## config.mk

```make
export PLATFORM = sky130hd
export DESIGN_NAME = multi_core_power_manager
export DESIGN_NICKNAME = d
export VERILOG_FILES = /design/src/rtl/multi_core_power_manager.sv
export SDC_FILE = /design/constraint.sdc
export NUM_CORES = 1
export LEC_CHECK = 0
export ABC_AREA = 1
export ABC_CLOCK_PERIOD_IN_PS = 3300
export BUFFER_PORTS_ARGS = -buffer_cell sky130_fd_sc_hd__buf_2
export CORE_ASPECT_RATIO = 1.5
export CORE_MARGIN = 10
export CORE_UTILIZATION = 55
export DETAILED_ROUTE_END_ITERATION = 8
export PLACE_DENSITY = 0.78
export SYNTH_ARGS = -nofsm -noshare
export SYNTH_HDL_FRONTEND = slang
export SYNTH_SLANG_ARGS = --single-unit
```

## constraint.sdc

```tcl
create_clock -name clk_i -period 3.3 [get_ports clk_i]
set_input_delay 0.66 -clock clk_i [delete_from_list [all_inputs] [get_ports clk_i]]
set_output_delay 0.66 -clock clk_i [all_outputs]
set_load 0.005 [all_outputs]
```

## src/rtl/multi_core_power_manager.sv

```systemverilog
// Per-core power/clock sequencer for the cluster.
// Idle-driven gating, arbitrated wake-ups, active-core budget.
module multi_core_power_manager #(
  parameter int NUM_CORES  = 4,
  parameter int IDLE_CNT_W = 16,
  parameter int WAKE_LAT   = 8,
  parameter int GATE_LAT   = 4,
  parameter int KEEP_CORE0 = 1
) (
  input  logic                             clk_i,
  input  logic                             rst_i,
  input  logic                             enable_i,
  input  logic [IDLE_CNT_W-1:0]            idle_threshold_i,
  input  logic [$clog2(NUM_CORES+1)-1:0]   active_budget_i,
  input  logic [NUM_CORES-1:0]             core_idle_i,
  input  logic [NUM_CORES-1:0]             wake_req_i,
  input  logic [NUM_CORES-1:0]             force_on_i,
  output logic [NUM_CORES-1:0]             power_en_o,
  output logic [NUM_CORES-1:0]             clk_en_o,
  output logic [NUM_CORES-1:0]             core_ready_o,
  output logic [3*NUM_CORES-1:0]           core_state_o,
  output logic [$clog2(NUM_CORES+1)-1:0]   active_count_o,
  output logic                             gate_event_o,
  output logic [31:0]                      sys_status_o
);

  localparam int CW   = $clog2(NUM_CORES + 1);
  localparam int PW   = $clog2(NUM_CORES);
  localparam int MAXL = (WAKE_LAT > GATE_LAT) ? WAKE_LAT : GATE_LAT;
  localparam int LW   = $clog2(MAXL + 1);
  localparam logic [IDLE_CNT_W:0] ONE_W = 1;

  typedef enum logic [2:0] {
    S_OFF     = 3'd0,
    S_WAKING  = 3'd1,
    S_ACTIVE  = 3'd2,
    S_IDLE    = 3'd3,
    S_GATING  = 3'd4
  } state_e;

  state_e                state_q [NUM_CORES];
  state_e                state_d [NUM_CORES];
  logic [IDLE_CNT_W-1:0] idle_q  [NUM_CORES];
  logic [IDLE_CNT_W-1:0] idle_d  [NUM_CORES];
  logic [LW-1:0]         lat_q   [NUM_CORES];
  logic [LW-1:0]         lat_d   [NUM_CORES];
  logic [NUM_CORES-1:0]  pend_q, pend_d;
  logic [PW-1:0]         rr_q, rr_d;
  logic                  gate_ev_q, gate_ev_d;
  logic                  stall_q, stall_d;

  logic [CW-1:0]         cnt;
  logic [CW-1:0]         budget_eff;
  logic                  any_wake, any_gate;
  logic [NUM_CORES-1:0]  elig, mask, grant;
  logic                  found;
  logic                  wk, keep;
  logic [IDLE_CNT_W:0]   nxt_cnt;

  always_comb begin
    cnt      = '0;
    any_wake = 1'b0;
    any_gate = 1'b0;
    for (int i = 0; i < NUM_CORES; i++) begin
      if (state_q[i] != S_OFF) cnt = cnt + CW'(1);
      if (state_q[i] == S_WAKING) any_wake = 1'b1;
      if (state_q[i] == S_GATING) any_gate = 1'b1;
    end
  end

  assign budget_eff = (active_budget_i == '0) ?
                      CW'(NUM_CORES) : active_budget_i;

  // Force-on requesters pre-empt plain wakes; rr order within the set.
  always_comb begin
    int idx;
    idx   = 0;
    found = 1'b0;
    grant = '0;
    rr_d  = rr_q;
    for (int i = 0; i < NUM_CORES; i++) begin
      elig[i] = (state_q[i] == S_OFF) &&
                (pend_q[i] || wake_req_i[i] || force_on_i[i]);
    end
    mask = (|(elig & force_on_i)) ? (elig & force_on_i) : elig;
    if (cnt < budget_eff) begin
      for (int k = 0; k < NUM_CORES; k++) begin
        idx = (int'(rr_q) + k) % NUM_CORES;
        if (!found && mask[idx]) begin
          found      = 1'b1;
          grant[idx] = 1'b1;
          rr_d       = PW'((idx + 1) % NUM_CORES);
        end
      end
    end
    stall_d = (|elig) && (cnt >= budget_eff);
  end

  always_comb begin
    gate_ev_d = 1'b0;
    wk        = 1'b0;
    keep      = 1'b0;
    nxt_cnt   = '0;
    pend_d    = pend_q;
    for (int i = 0; i < NUM_CORES; i++) begin
      state_d[i] = state_q[i];
      idle_d[i]  = idle_q[i];
      lat_d[i]   = lat_q[i];
      wk         = wake_req_i[i] || force_on_i[i];
      keep       = (i == 0) && (KEEP_CORE0 != 0);
      nxt_cnt    = {1'b0, idle_q[i]} + ONE_W;
      unique case (state_q[i])
        S_ACTIVE: begin
          if (enable_i && core_idle_i[i] && !wk && !keep &&
              idle_threshold_i != '0) begin
            state_d[i] = S_IDLE;
            idle_d[i]  = '0;
          end
        end
        S_IDLE: begin
          if (!core_idle_i[i] || wk || !enable_i ||
              idle_threshold_i == '0) begin
            state_d[i] = S_ACTIVE;
            idle_d[i]  = '0;
          end else if (nxt_cnt >= {1'b0, idle_threshold_i}) begin
            state_d[i] = S_GATING;
            lat_d[i]   = '0;
          end else begin
            idle_d[i]  = nxt_cnt[IDLE_CNT_W-1:0];
          end
        end
        S_GATING: begin
          if (wk) pend_d[i] = 1'b1;
          if (lat_q[i] == LW'(GATE_LAT - 1)) begin
            state_d[i] = S_OFF;
            gate_ev_d  = 1'b1;
          end else begin
            lat_d[i] = lat_q[i] + LW'(1);
          end
        end
        S_OFF: begin
          if (grant[i]) begin
            state_d[i] = S_WAKING;
            lat_d[i]   = '0;
            pend_d[i]  = 1'b0;
          end else if (wk) begin
            pend_d[i] = 1'b1;
          end
        end
        S_WAKING: begin
          if (lat_q[i] == LW'(WAKE_LAT - 1)) state_d[i] = S_ACTIVE;
          else lat_d[i] = lat_q[i] + LW'(1);
        end
        default: state_d[i] = S_OFF;
      endcase
    end
  end

  always_ff @(posedge clk_i) begin
    if (rst_i) begin
      for (int i = 0; i < NUM_CORES; i++) begin
        state_q[i] <= (i == 0) ? S_ACTIVE : S_OFF;
        idle_q[i]  <= '0;
        lat_q[i]   <= '0;
      end
      pend_q    <= '0;
      rr_q      <= '0;
      gate_ev_q <= 1'b0;
      stall_q   <= 1'b0;
    end else begin
      for (int i = 0; i < NUM_CORES; i++) begin
        state_q[i] <= state_d[i];
        idle_q[i]  <= idle_d[i];
        lat_q[i]   <= lat_d[i];
      end
      pend_q    <= pend_d;
      rr_q      <= rr_d;
      gate_ev_q <= gate_ev_d;
      stall_q   <= stall_d;
    end
  end

  always_comb begin
    for (int i = 0; i < NUM_CORES; i++) begin
      power_en_o[i]   = (state_q[i] != S_OFF);
      clk_en_o[i]     = (state_q[i] == S_ACTIVE) ||
                        (state_q[i] == S_IDLE);
      core_ready_o[i] = clk_en_o[i];
      core_state_o[3*i +: 3] = state_q[i];
    end
  end

  assign active_count_o = cnt;
  assign gate_event_o   = gate_ev_q;
  assign sys_status_o   = {21'b0, stall_q, any_gate, any_wake, 8'(cnt)};

endmodule

```

-- Yosys cells after proc, flatten, opt, wreduce, memory -nomap -nowiden
Memory sizes are Yosys's and may differ from the RTL's.
Cells that the tools add are included.
- flip-flop bits (word level): 8
- RAM bits: 92
- input bits: 34
- output and inout bits: 60
- logic and storage cells: 318
- memories: 3
- $add $sub $neg: 17
- $lt $le $gt $ge: 14
- equality and inequality tests: 24
- multiplexer cells: 152
- bitwise logic cells: 19
- reductions and logical operators: 82
- memories (name ; words ; bits a word ; read ports ; clocked after memory_dff ; wr ports ; RTL line ; RTL):
    idle_q ; 4 ; 16 ; 4 ; 0 ; 4 ; 43 ; logic [IDLE_CNT_W-1:0] idle_q [NUM_CORES];
    lat_q ; 4 ; 4 ; 4 ; 0 ; 4 ; 45 ; logic [LW-1:0] lat_q [NUM_CORES];
    state_q ; 4 ; 3 ; 4 ; 0 ; 4 ; 41 ; state_e state_q [NUM_CORES];
- operators by type and width (cell ; number):
    $mux 16 ; 16
    $mux 4 ; 33
    $pmux 16 s2 ; 3
    $mux 3 ; 31
    $add 16x1->17 const B ; 4
    $ge 17x16->1 ; 4
    $pmux 4 s4 ; 4
    $pmux 3 s5 ; 4
    $mux 1 ; 45
    $logic_or 1x1->1 ; 28
    $eq 3x2->1 const B ; 8
    $logic_and 1x1->1 ; 21
    $add 4x1->4 const B ; 4
    $eq 4x2->1 const B ; 4
    $eq 4x3->1 const B ; 4
    $logic_not 16->1 ; 1
    $reduce_bool 16->1 ; 1
    $logic_not 3->1 ; 5
    $eq 3x1->1 const B ; 4
    $eq 3x3->1 const B ; 4
    $lt 3x4->1 const B ; 3
    $or 1x1->1 ; 12
    $or 4x4->4 ; 3
    $reduce_bool 3->1 ; 4
    other kinds (20) ; 58

-- Logic depth before layout (Yosys ltp)
An unclocked memory read counts as a cell.
- depth in word-level cells: 26
- gate-level depth with buffers: 26
- depth with buffers taken out: 26

-- Least setup slack after synthesis
Ideal clock, no wire load.
- kind: reg2reg
- start: mem idle_q[3][0]
- end: mem idle_q[3][14]
- setup time: 0.128 ns
- arrival time: 3.152 ns
- required time: 3.172 ns
- setup slack: 0.020 ns
- stages on the path, launching flop included: 23
- path buffers: 1
- clock period less this slack: 3.280 ns
- path through: dfxtp_1 -> ha_1 -> nand3_1 -> nor4_4 -> inv_1 -> nor3_1 -> nand3_1 -> xor2_1 -> inv_1 -> ha_1 -> nand2_1 -> or2_2 -> nand2_1 -> nand3_1 -> nand3_1 -> nor2_1 -> nand3_1 -> nand3_1 -> nand2_2 -> inv_2 -> buf_4 -> o21ai_0 -> nor2_1
- RTL lines (what ; RTL line):
    from (decl) ; 43

==> run summary <==
status: finished, violations left
failing checks: negative setup slack
# diodes: 0
Slew Limit Fails: 0
CORE AREA: 15600 um^2
largest net degree at the start of global routing: 59
FF+latch area: 2030 um^2
vias per cell: 5.99
Synth Area per Inst: 6.58 um^2
crit path DAT: 4100 ps
Clock transition at path regs: 70 ps
Tcrit/Tclk final: 1.17
Pwr Total: 8.70 mW
post-synth design cell area: 8720 um^2
leakage: 5.52 nW
Max IR drop VDD: 0.000703 V
Setup crit start kind: register
TritonCTS sink count: 100
CP required: 3540 ps
Final Critical Period: 3860 ps
Final setup viols: 89
post-route antenna net violation count: 0
pre-CTS WS: -231 ps
CTS max path bufs: 2
Overflow after GRT: 0
Yosys cell types: 45
Post-DP HPWL: 19100 um
Final Cell Area: 11700 um^2
critical path endpoint category: register
clock skew: 13.7 ps
Worst slew margin: 0.441
Rows: 56
DR pass1 iterations: 8
CTS Hold Buffers Added: 0
Synth warnings: 0
Placement Cell Area: 9670 um^2
Root Buffer: clkbuf_16
starting density of the core: 0.558
FF-to-FF path depth: 22
crit path kind: reg2reg
nets: 1632
most common cell after layout, fill and taps aside: nand2_1
H-tree levels: 3
DR iter-0 viols: 1175
P&R area growth vs syn: 34.4%
post-route setup slack: -559 ps
I/O Buffers: 67
Die H: 174 um
die area: 21400 um^2
Total GRT Usage: 0.236
Final GP Congestion: 0.921
max cap viols: 0
Cells after Synth: 1325
RSZ-0062 raised after global routing: yes
worst skew pair latency: 370 ps
setup_tns: -19080 ps
Residual DRC: 0
FILL cells: 1056
worst-path fanout max: 5
TritonCTS clock tree: done
register area share after synthesis: 0.230
PD cells: 742 nW/um^2
most frequent cells in the layout: 197 x nand2_1, 163 x inv_1, 138 x nor2_1, 119 x buf_4, 87 x dfxtp_1
Die Span X: 123 um
Top-Level Pins: 94
fraction of layout cells with a size suffix above 1: 0.335
initial antenna violation count: 0
first-pass GRT wire length: 42000 um
Routed WL per cell: 18.8 um
total vias in the final route: 10309
Fin. Hold Viols: 0
maximum clock frequency: 259 MHz
cts bufs inserted: 9
flops & latches, synth: 100
Multi-input gate area: 6740 um^2
Worst-Margin Slew: 838 ps
vias in the first global route: 9289
WL final: 32300 um
HP Class: reg2reg
WHS Path Cells: 2
==> logic make-up (layout without fill, tap and decap cells) <==
logic type	count (synthesis)	count (layout)	share of synthesized area
buffers and inverters	252	418	0.128
AO/OA/AOI/OAI	195	195	0.118
AND/OR/NAND/NOR	635	636	0.344
adder cells (fa/ha/maj)	86	86	0.123
flip-flops	100	100	0.230
XOR/XNOR	56	56	0.0563
other	1	26	0.000430
==> layer usage <==
| layer | global-route usage | up-vias | part of all wire |
|---|---|---|---|
| li1 | - | 4670 | - |
| met1 | 0.247 | 4755 | 0.35 |
| met2 | 0.417 | 641 | 0.49 |
| met3 | 0.0399 | 243 | 0.080 |
| met4 | 0.155 | 0 | 0.077 |
| met5 | 0 | - | 0 |
==> Yosys cell counts (all sizes together) <==
cell type	number	area share
nor4	15	0.012
nand4	36	0.026
o21bai	2	0.0017
nand3	80	0.053
a31oi	6	0.0043
buf	48	0.040
o21a	2	0.0017
nand2	261	0.12
clkbuf	13	0.0056
a21oi	105	0.060
conb	1	0.00043
o221ai	4	0.0040
inv	188	0.081
or2	7	0.0050
o211ai	4	0.0034
nor3b	2	0.0023
nor2	175	0.083
o21ai	68	0.039
ha	86	0.12
o2111ai	1	0.0010
xnor2	11	0.011
nor3	47	0.031
a211oi	2	0.0017
xor2	45	0.045
o31ai	1	0.00086
nand3b	9	0.0092
clkinv	3	0.0013
and3	3	0.0022
dfxtp	100	0.23
==> per-stage QoR <==
stage | hold WS (ps) | instances | utilization
finish | 469 | 1720 | 0.750
global route | 477 | 1720 | 0.750
CTS | 470 | 1683 | 0.662
detailed placement | 459 | 1644 | 0.619
global placement | 449 | 1644 | 0.619
floorplan | 440 | 1350 | -
==> critical path: stages, from the launching register on <==
cell	delay [ps]
dfxtp_4	390
ha_4	150
nand3_2	150
nor3b_2	260
nand2_2	130
buf_4	150
nor2_1	140
xor2_1	250
ha_1	290
nand2_1	100
a21oi_1	70
a211oi_1	330
nand2_1	120
a21oi_1	200
o21ai_1	100
nand2_2	130
nand3_2	90
nand3_2	100
nand2_4	80
buf_4	150
buf_6	120
o21ai_0	190
nor2_1	60
==> state kept, by name, indices dropped and copies added, names as in the netlist <==
signal	flops
pend_q	4
lat_q	16
gate_event_o	1
stall_q	1
rr_q	2
idle_q	64
state_q	12
==> cell type report <==
cell class,instances,share of cell area
inverter,191,0.0625
tap,203,0.0217
clock buffer,11,0.0207
timing repair inverter,1,0.000747
timing repair buffer,210,0.139
multi-input combinational,999,0.575
clock inverter,5,0.00705
sequential,100,0.173
==> power breakdown <==
group          switching [mW]  internal [mW]  leakage [nW]  total [mW]
Combinational            3.35           2.18          4.54        5.53
Sequential              0.392           1.56         0.823        1.95
Clock                   0.526          0.690         0.160        1.22
Total                    4.27           4.43          5.52        8.70
==> worst paths after layout <==
check | from | end | slack (ps)
max | idle_q[1][0] | idle_q[1][0] | -560
max reg2reg | idle_q[1][0] | idle_q[1][0] | -560
min | lat_q[3][3] | lat_q[3][3] | 470
min reg2reg | lat_q[3][3] | lat_q[3][3] | 470
==> repair_timing <==
action,in CTS,in global routing
endpoints found under the setup margin,66,95
cloned,2,9
pin swaps,12,83
resized for setup,39,264
setup buffers,21,31
Note: power is estimated with default switching activity, not from simulation.
